### src/rtl/stopwatch_pkg.sv
// Shared 7-segment constants and decode helper for the stopwatch digit counters.
package stopwatch_pkg;

  typedef logic [6:0] seg7_t;

  // Active-low segments, bit6..0 = a..g
  localparam seg7_t SEG_BLANK = 7'b111_1111;
  localparam seg7_t SEG_0     = 7'b000_0001;
  localparam seg7_t SEG_1     = 7'b100_1111;
  localparam seg7_t SEG_2     = 7'b001_0010;
  localparam seg7_t SEG_3     = 7'b000_0110;
  localparam seg7_t SEG_4     = 7'b100_1100;
  localparam seg7_t SEG_5     = 7'b010_0100;
  localparam seg7_t SEG_6     = 7'b010_0000;
  localparam seg7_t SEG_7     = 7'b000_1111;
  localparam seg7_t SEG_8     = 7'b000_0000;
  localparam seg7_t SEG_9     = 7'b000_0100;

  function automatic seg7_t seg7_of(input logic [3:0] bcd);
    seg7_t seg;
    case (bcd)
      4'd0:    seg = SEG_0;
      4'd1:    seg = SEG_1;
      4'd2:    seg = SEG_2;
      4'd3:    seg = SEG_3;
      4'd4:    seg = SEG_4;
      4'd5:    seg = SEG_5;
      4'd6:    seg = SEG_6;
      4'd7:    seg = SEG_7;
      4'd8:    seg = SEG_8;
      4'd9:    seg = SEG_9;
      default: seg = SEG_BLANK;
    endcase
    return seg;
  endfunction

endpackage

### src/rtl/seg7_decode.sv
// Combinational BCD to active-low 7-segment decoder.
module seg7_decode
  import stopwatch_pkg::*;
(
  input  logic [3:0] bcd,
  output logic [6:0] seg
);

  // Pure table lookup
  always_comb begin
    seg = seg7_of(bcd);
  end

endmodule

### src/rtl/stopwatch_mod_counter.sv
// Modulo-N stopwatch digit-pair counter with prescaler, up/down, clear,
// lap-freeze display registers and a combinational cascade terminal count.
module stopwatch_mod_counter
  import stopwatch_pkg::*;
#(
  parameter  int unsigned MODULUS  = 60,
  parameter  int unsigned TICK_DIV = 250000,
  parameter  bit          INT_TICK = 1'b1,
  localparam int unsigned W        = $clog2(MODULUS)
) (
  input  logic         clk,
  input  logic         reset,
  input  logic         enable,
  input  logic         tick_in,
  input  logic         dir,
  input  logic         clear,
  input  logic         lap,
  output logic [W-1:0] count,
  output logic [3:0]   ones_bcd,
  output logic [3:0]   tens_bcd,
  output logic [6:0]   display,
  output logic [6:0]   display10,
  output logic         tc
);

  localparam int unsigned PW       = (TICK_DIV > 1) ? $clog2(TICK_DIV) : 1;
  localparam logic [PW-1:0] PRE_MAX = PW'(TICK_DIV - 1);
  localparam logic [W-1:0]  CNT_MAX = W'(MODULUS - 1);
  // Digits of MODULUS-1, folded at elaboration so no divider is built
  localparam logic [3:0] MAX_ONES = 4'((MODULUS - 1) % 10);
  localparam logic [3:0] MAX_TENS = 4'((MODULUS - 1) / 10);

  logic [PW-1:0] presc;
  logic          step;
  logic          at_wrap;
  logic [3:0]    ones_q;
  logic [3:0]    tens_q;
  seg7_t         seg_ones;
  seg7_t         seg_tens;

  // Step source selection and wrap detection
  always_comb begin
    step    = enable & (INT_TICK ? (presc == PRE_MAX) : tick_in);
    at_wrap = dir ? (count == '0) : (count == CNT_MAX);
    tc      = step & at_wrap & ~clear & ~reset;
  end

  // Prescaler; held at zero in cascade mode
  always_ff @(posedge clk) begin
    if (reset || clear || !INT_TICK) begin
      presc <= '0;
    end else if (enable) begin
      presc <= step ? '0 : presc + PW'(1);
    end
  end

  // Binary count with BCD digit pair tracked incrementally alongside it
  always_ff @(posedge clk) begin
    if (reset || clear) begin
      count  <= '0;
      ones_q <= '0;
      tens_q <= '0;
    end else if (step) begin
      if (at_wrap) begin
        count  <= dir ? CNT_MAX  : '0;
        ones_q <= dir ? MAX_ONES : '0;
        tens_q <= dir ? MAX_TENS : '0;
      end else if (dir) begin
        count <= count - W'(1);
        if (ones_q == 4'd0) begin
          ones_q <= 4'd9;
          tens_q <= tens_q - 4'd1;
        end else begin
          ones_q <= ones_q - 4'd1;
        end
      end else begin
        count <= count + W'(1);
        if (ones_q == 4'd9) begin
          ones_q <= 4'd0;
          tens_q <= tens_q + 4'd1;
        end else begin
          ones_q <= ones_q + 4'd1;
        end
      end
    end
  end

  seg7_decode u_seg_ones (.bcd(ones_q), .seg(seg_ones));
  seg7_decode u_seg_tens (.bcd(tens_q), .seg(seg_tens));

  // Display registers follow the live digits unless lap freezes them
  always_ff @(posedge clk) begin
    if (reset) begin
      ones_bcd  <= '0;
      tens_bcd  <= '0;
      display   <= SEG_0;
      display10 <= SEG_0;
    end else if (!lap) begin
      ones_bcd  <= ones_q;
      tens_bcd  <= tens_q;
      display   <= seg_ones;
      display10 <= seg_tens;
    end
  end

endmodule

### config.mk
export PLATFORM = sky130hd
export DESIGN_NAME = stopwatch_mod_counter
export DESIGN_NICKNAME = d
export VERILOG_FILES = /design/src/rtl/stopwatch_pkg.sv /design/src/rtl/seg7_decode.sv /design/src/rtl/stopwatch_mod_counter.sv
export SDC_FILE = /design/constraint.sdc
export NUM_CORES = 1
export LEC_CHECK = 0
export ABC_AREA = 1
export CORE_ASPECT_RATIO = 1.75
export CORE_MARGIN = 2
export CORE_UTILIZATION = 55
export CTS_BUF_LIST = sky130_fd_sc_hd__clkbuf_4
export DETAILED_ROUTE_END_ITERATION = 16
export PLACE_DENSITY_LB_ADDON = 0.05
export SLEW_MARGIN = 20
export SYNTH_ARGS = -nofsm -noshare
export SYNTH_HDL_FRONTEND = slang
export SYNTH_SLANG_ARGS = --single-unit
### constraint.sdc
create_clock -name clk -period 3 [get_ports clk]
set_input_delay 0.9 -clock clk [delete_from_list [all_inputs] [get_ports clk]]
set_output_delay 0.9 -clock clk [all_outputs]
set_load 0.02 [all_outputs]
# After elaboration in Yosys (flattened, before gate mapping)
# Memories as Yosys holds them, arrays and structs flattened. A register that Yosys moved wholly into a read port is not among the register bits.
# Cells that the tools add are included.
# word_totals
ff_bits,40
latch_bits,0
mem_bits_rw,0
rom_bits,224
output_inout_bits,29
memories,2
# memory_table
memory,words,word_bits,read_ports,rd_clocked_by_memory_dff,write_ports,line,source
(name not given),16,7,1,1,0,stopwatch_pkg.sv:21,case (bcd)
(name not given),16,7,1,1,0,stopwatch_pkg.sv:21,
# op_classes
add_sub_neg,7
mul,0
div,0
order_cmp,0
eq_ne,4
shifts,0
mux,15
n_bitwise,6
n_reduce_logical,7
# ops
operator,n
2-to-1 mux 4 bit,9
"adder 18 x 1 -> 18 bit, second input constant",1
"== test 18 bit, second input constant",1
2-to-1 mux 18 bit,1
2-to-1 mux 6 bit,3
"adder 4 x 1 -> 4 bit, second input constant",2
"subtractor 4 x 1 -> 4 bit, second input constant",2
"adder 6 x 1 -> 6 bit, second input constant",1
"== test 6 bit, second input constant",1
zero test 6 bit,1
"subtractor 6 x 1 -> 6 bit, second input constant",1
bitwise AND 1 bit,4
"== test 4 bit, second input constant",1
zero test 4 bit,1
2-to-1 mux 3 bit,1
"inequality test 3 x 1 -> 1 bit, second input constant",1
AND reduction 3 bit,1
nonzero test 3 bit,1
zero test 1 bit,2
NOT 1 bit,2
logical OR 1 bit,1
2-to-1 mux 1 bit,1

# Logic depth before layout (Yosys ltp)
# Gate-level depths: netlist (run 1).
# depth
depth_word,5
depth_mapped,12
depth_no_buf,12

# Cells and area by module
# From an unflattened synthesis (run 1), not the netlist that was laid out.
# hier_totals
hier_cells,487
area_unflattened_um2,3209.3
# by_module_without_submodules
module,instances,cells_each,area_per_inst_um2,seq_area_each_um2
stopwatch_mod_counter,1,417,2834.0,1081.0
seg7_decode,2,35,187.7,0.0

# Worst setup path before layout (run 1)
# OpenSTA, ideal clock, no wires.
# synth_path
kind,input port to output port
startpoint,in enable
endpoint,out tc
arrival_time_ns,1.869
slack_ns,0.231
path_stages,5
path_cell_list,buf_4 > nand2_1 > nor2_2 > nand3_4 > nor3_1
# synth_between
elab_chain_len,4
# synth_rtl
item,line,source
from (decl),stopwatch_mod_counter.sv:13,"input logic enable,"
bitwise AND 1 bit,stopwatch_mod_counter.sv:43,step = enable & (INT_TICK ? (presc == PRE_MAX) : tick_in);
bitwise AND 1 bit (3 in series),stopwatch_mod_counter.sv:45,tc = step & at_wrap & ~clear & ~reset;
to (decl),stopwatch_mod_counter.sv:23,output logic tc
# Every way passes these cells.

# Final worst setup path (run 1)
# layout_path
startpoint,in reset
endpoint,out tc
# layout_between
elab_chain_len,2
# layout_rtl
item,line,source
from (decl),stopwatch_mod_counter.sv:12,"input logic reset,"
NOT 1 bit,stopwatch_mod_counter.sv:45,
bitwise AND 1 bit,stopwatch_mod_counter.sv:45,
# Every way passes these cells.

==> flow_summary.toml, run 1 <==
[clock_network]
numCtsBuffers = 5
cts_tree = "done"
clkTransAtPathRegs_ns = 0.16
clkSinkCount = 54
htreeDepth = 2
clockRootBuffer = "clkbuf_4"
clk_latency_ns = 0.40
post_cts_buffers = 0
clock_path_buffers = 2
cts_hold_buf = 0

[routing]
dr.pass1.iters = 4
vias_per_cell = 5.18
wl_per_cell_um = 12.6
drc = 0
drt_wl_total_mm = 7.32
first_iter_violations = 159
num_vias = 3008
ant_nets = 0

[global_routing]
grt_max_degree = 23
first_global_vias = 2833
track_usage_pct = 24.6
antenna_found_initial = 0
overflow = 0
grt_first_pass_wirelength_mm = 12.4

[floorplanning]
num_io_pins = 36
die_y_um = 105
rows = 36
core_um2 = 5590
start_util_pct = 57.0
die_w_um = 61.5
die_area_um2 = 6440

[sta]
hold_slack_ns = 0.476
skew_ns = 0.00979
rsz0062_at_grt = "no"
tightest_slew_ns = 0.636
setup_viol = 0
layout_setup_ws_ns = 0.105
timing.fmax_mhz = 345
finalCritPeriodShare_pct = 96.5
hold_viol_final = 0
drv_slew = 0
slew-limit-headroom_pct = 57.2
finalWorstPathRequiredPeriod_ns = 2.89

[critical_path]
cpLargestDelayFamily = "buffers and inverters"
rr_endpoint = "tens_q[3]$_SDFFE_PP0P_"
worst-path-buf-inv = 4
cp.required_ns = 2.10
r2r_start = "ones_q[0]$_SDFFE_PP0N_"
crit_chain = "clkdlybuf4s50_1 -> nor2_2 -> inv_1 -> nor3_2 -> buf_4 -> buf_4"
max_stage_delay_ns = 0.44
cpMaxStageDelayCell = "clkdlybuf4s50_1"
cp_max_fo = 2
setup.worst_path.start_class = "primary input"
reg2reg_depth = 10
r2r_slack_ns = 1.19
cp_data_arrival_time_ns = 1.99
crit_type = "primary input to output port"
crit_path_end_kind = "output port"
cp_common_cell = "buf_4"

[synthesis]
synth_flop_cell = "dfxtp_1"
synthArstFlopShare_pct = 0
ys_seq_area_share_pct = 34.0
ys_seq_elements = 54
synth_cell_types = 36
synth_area_um2 = 3180
yosysWarnings = 0
synth_edf_count = 0
synth_cells = 460
synth_fp_nets = 486
avgSynthCellArea_um2 = 6.92

[final_layout]
utilization_pct = 67.1
areaGrowthSynthToFinish_pct = 17.8
stdcell_count = 581
drive_gt1_share_pct = 11.1
antenna_cells = 0
fill_cells = 535
fin_nets = 530

[min_path]
hp-start = "tens_bcd[2]$_SDFFE_PP0N_"
hold_end = "tens_bcd[2]$_SDFFE_PP0N_"
hp-class = "register to register"
hold_depth = 2

[run_status]
outcome = "complete, no violations"

[pwr]
powerDensity_nw_per_um2 = 341
vdd_ir_drop_max_uv = 233
total_leakage_power_uw = 0.00158
power.total_uw = 1280

[placed_design]
hpwl_mm = 5.68
numPortBuffers = 34
globalplace.congestion = 0.949
dpl.cell_count = 573
place_ws_ns = -0.516

[run]
cap_violations = 0
[worst reg2reg max path: cells and delay by family, from the launching register on]
kind | cells | cell delay [ns]
AND/OR/NAND/NOR | 6 | 0.49
buffers and inverters | 2 | 0.22
adder cells (fa/ha/maj) | 1 | 0.28
AO/OA/AOI/OAI | 1 | 0.25
flip-flops | 1 | 0.50
[synth_stat cells (5+ instances only)]
cell | number | area share, %
xor2_1 | 9 | 2.5
nand2_1 | 101 | 12
inv_2 | 5 | 0.59
nand4_1 | 9 | 1.8
dfxtp_1 | 54 | 34
nand2_2 | 5 | 0.98
o21ai_0 | 32 | 5.0
a31oi_1 | 5 | 0.98
nor3_1 | 7 | 1.1
inv_1 | 47 | 5.5
ha_1 | 17 | 6.7
a21oi_1 | 31 | 4.9
nor2_1 | 67 | 7.9
clkbuf_1 | 5 | 0.59
nand3_1 | 20 | 3.1
[final cells by class]
cell class	count	area [um2]	area share, %
clock buffers	6	45.0	1.20
clock inverters	2	37.5	1.00
inverters	53	204	5.44
multi-input cells	339	1820	48.5
flip-flops and latches	54	1080	28.8
well taps	76	95.1	2.54
repair buffers	51	467	12.4
[per-layer routing]
layer / global-route usage, % / vias to the layer above / routed length (um)
li1: - / 1579 / -
met1: 25.6 / 1361 / 2850
met2: 45.3 / 54 / 4050
met3: 3.96 / 14 / 206
met4: 10.0 / 0 / 212
met5: 0 / - / 0
[layout by cell type (no fill, tap or decap), types with 4 or more instances in the layout]
| cell | instances |
|---|---|
| a21oi_1 | 31 |
| a31oi_1 | 5 |
| buf_4 | 18 |
| clkbuf_4 | 6 |
| clkdlybuf4s50_1 | 31 |
| dfxtp_1 | 54 |
| ha_1 | 17 |
| inv_1 | 47 |
| inv_2 | 5 |
| nand2_1 | 101 |
| nand2_2 | 5 |
| nand3_1 | 20 |
| nand3b_1 | 4 |
| nand4_1 | 9 |
| nor2_1 | 66 |
| nor2_2 | 5 |
| nor3_1 | 6 |
| nor3_2 | 5 |
| o211ai_1 | 4 |
| o21ai_0 | 32 |
| or2_2 | 4 |
| xor2_1 | 9 |
[worst max path at each step]
stage,startpoint,endpoint,cells past startpoint
final,reset,tc,6
after global routing,reset,tc,6
after CTS,enable,tc,7
after detailed placement,enable,tc,7
after global placement,enable,tc,7
after floorplan,enable,tc,5
[sequential cells by signal (all words and copies together) (netlist names)]
register / count
display10: 7
count: 6
tens_bcd: 4
display: 7
ones_q: 4
ones_bcd: 4
presc: 18
tens_q: 4
[through the flow]
step	TNS [ns]	instance area (um2)
after CTS	0	3740
after global routing	0	3750
after global placement	-0.507	3660
after floorplan	0	3180
after detailed placement	-0.516	3660
final	0	3750
[where the power goes]
part	total (uW)	leakage, uW	internal, uW	switching [uW]
Sequential	733	0.000438	728	4.96
Combinational	118	0.00110	48.0	69.9
Clock	427	0.0000419	185	242
Total	1280	0.00158	961	317
[cells by family (layout without fill, tap and decap cells)]
kind of cell / count (synthesis) / in the layout / share of synthesized area [%]
AND/OR/NAND/NOR: 229 / 229 / 32.2
adder cells (fa/ha/maj): 19 / 19 / 7.94
multiplexers: 1 / 1 / 0.314
flip-flops: 54 / 54 / 34.0
buffers and inverters: 67 / 112 / 9.12
XOR/XNOR: 11 / 11 / 3.03
AO/OA/AOI/OAI: 79 / 79 / 13.5
[timing repair]
action	CTS	global route
setup endpoints to repair	1	1
endpoints found under the hold margin	0	0
resized for setup	7	2
pin swaps	2	1
No activity file was read; power rests on OpenSTA's default activity.
==> run 2, diff against run 1 <==
--- a/config.mk
+++ b/config.mk
@@ -6,6 +6,7 @@
 export NUM_CORES = 1
 export LEC_CHECK = 0
 export ABC_AREA = 1
+export ABC_CLOCK_PERIOD_IN_PS = 3000
 export CORE_ASPECT_RATIO = 1.75
 export CORE_MARGIN = 2
 export CORE_UTILIZATION = 55
==> results of run 2 <==
Final layout, timing and power as in run 1 (identical DEF).
==> run 3, diff against run 2 <==
--- a/config.mk
+++ b/config.mk
@@ -8,7 +8,6 @@
 export ABC_AREA = 1
 export ABC_CLOCK_PERIOD_IN_PS = 3000
 export CORE_ASPECT_RATIO = 1.75
-export CORE_MARGIN = 2
 export CORE_UTILIZATION = 55
 export CTS_BUF_LIST = sky130_fd_sc_hd__clkbuf_4
 export DETAILED_ROUTE_END_ITERATION = 16
==> flow_summary.toml, run 3 (synthesized netlist as in run 1, its figures left out) <==
[critical_path]
setup.worst_path.start_class = "primary input"
startpoint = "dir"
r2r_start = "ones_q[0]$_SDFFE_PP0N_"
cp_data_arrival_time_ns = 2.03
crit_type = "primary input to output port"
cp_max_fo = 3
crit_path_end_kind = "output port"
cp.required_ns = 2.10

[pwr]
power_switching_share_pct = 24.3
p_switching_uw = 303
total_leakage_power_uw = 0.00157
p_int_uw = 946
vdd_ir_drop_max_uv = 291
p_comb_share_pct = 9.4
powerDensity_nw_per_um2 = 334
power.total_uw = 1250
seqPwrFrac_pct = 58.7
clock_power_share_pct = 31.9

[routing]
ant_nets = 0
vias_per_cell = 5.21
drc = 0
drt_wl_total_mm = 7.19
wl_per_cell_um = 12.4
first_iter_violations = 141
dr.pass1.iters = 5
num_vias = 3019

[sta]
finalCritPeriodShare_pct = 97.6
hold_slack_ns = 0.475
slew-limit-headroom_pct = 56.3
setup_viol = 0
drv_slew = 0
skew_ns = 0.00982
finalWorstPathRequiredPeriod_ns = 2.93
hold_viol_final = 0
rsz0062_at_grt = "no"
tightest_slew_ns = 0.648
timing.fmax_mhz = 341

[placed_design]
hpwl_mm = 5.74
postPlaceCellArea_um2 = 3660
numPortBuffers = 34
globalplace.congestion = 0.950

[final_layout]
mostFrequentLayoutCell = "nand2_1"
fin_nets = 530
final_cell_area_um2 = 3740
multi_input_area_um2 = 1820
fill_cells = 533
top_register = "presc"
largestRegisters = "presc: 18 flops, display10: 7 flops, display: 7 flops"
largest_reg_flops = 18
utilization_pct = 66.9
final_cell_mix = "nand2_1, nor2_1, dfxtp_1"
antenna_cells = 0
drive_gt1_share_pct = 10.7
layout.area.seq_um2 = 1080
areaGrowthSynthToFinish_pct = 17.5

[min_path]
hp-class = "register to register"
hp-start = "tens_bcd[2]$_SDFFE_PP0N_"

[clock_network]
clkTransAtPathRegs_ns = 0.15
post_cts_buffers = 0
clock_path_buffers = 2
clkSinkCount = 54
cts_tree = "done"
cts_hold_buf = 0
clockRootBuffer = "clkbuf_4"
clk_latency_ns = 0.39
numCtsBuffers = 5
htreeDepth = 2

[global_routing]
first_global_vias = 2805
track_usage_pct = 26.1
overflow = 0
antenna_found_initial = 0
grt_first_pass_wirelength_mm = 12.2
grt_max_degree = 23

[run_status]
outcome = "complete, no violations"

[floorplanning]
rows = 36
die_w_um = 59.5
core_um2 = 5590
start_util_pct = 57.0
die_y_um = 103
die_area_um2 = 6110
num_io_pins = 36

[run]
cap_violations = 0
==> run 3: worst paths after layout <==
kind	end	slack, ns	cells past startpoint
worst max register to register	tens_q[3]$_SDFFE_PP0P_	1.23	10
worst max-delay path	tc	0.07	8
worst min-delay path	tens_bcd[2]$_SDFFE_PP0N_	0.48	2
worst min register to register	tens_bcd[2]$_SDFFE_PP0N_	0.48	2
==> run 3: power by group through the flow <==
stage	Combinational [uW]	Sequential, uW	Clock (uW)
3_5_place_dp	117	749	0
2_1_floorplan	55.5	761	0
5_1_grt	130	735	443
4_1_cts	118	733	414
3_3_place_gp	116	748	0
6_report	118	733	398
==> run 3: cell type report <==
cell class                 count  share of cell area, %
inverter                      53                   5.46
clock buffer                   5                   1.00
multi-input combinational    339                   48.7
timing repair buffer          51                   12.5
tap                           76                   2.54
clock inverter                 2                  0.904
sequential                    54                   28.9
==> run 3: timing repair <==
action                     4_1_cts  5_1_grt
pin swaps                        2        2
setup endpoints to repair        1        1
resized for setup                6        2
==> run 3: through the flow <==
| step | instances | setup TNS (ns) | worst slack [ns] |
|---|---|---|---|
| after floorplan | 460 | 0 | 0.231 |
| after global placement | 573 | -0.504 | -0.504 |
| after detailed placement | 573 | -0.545 | -0.545 |
| after CTS | 580 | 0 | 0.0115 |
| after global routing | 580 | 0 | 0.00528 |
| final | 580 | 0 | 0.0707 |
==> run 3: metal layers <==
| layer | part of all wire [%] | wire [um] | global-route usage (%) | vias up |
|---|---|---|---|---|
| met2 | 55 | 3970 | 49.4 | 57 |
| met3 | 2.6 | 188 | 4.14 | 20 |
| met4 | 3.9 | 278 | 14.0 | 0 |
| met1 | 38 | 2760 | 26.4 | 1367 |
| li1 | - | - | - | 1575 |
| met5 | 0 | 0 | 0 | - |
==> run 3: worst max-delay path, stage by stage <==
cell and delay, ns:
clkdlybuf4s50_1 0.47, nor2_1 0.12, inv_1 0.06, nand2_2 0.07, inv_2 0.04, nor3_2 0.10, buf_4 0.13, buf_4 0.13
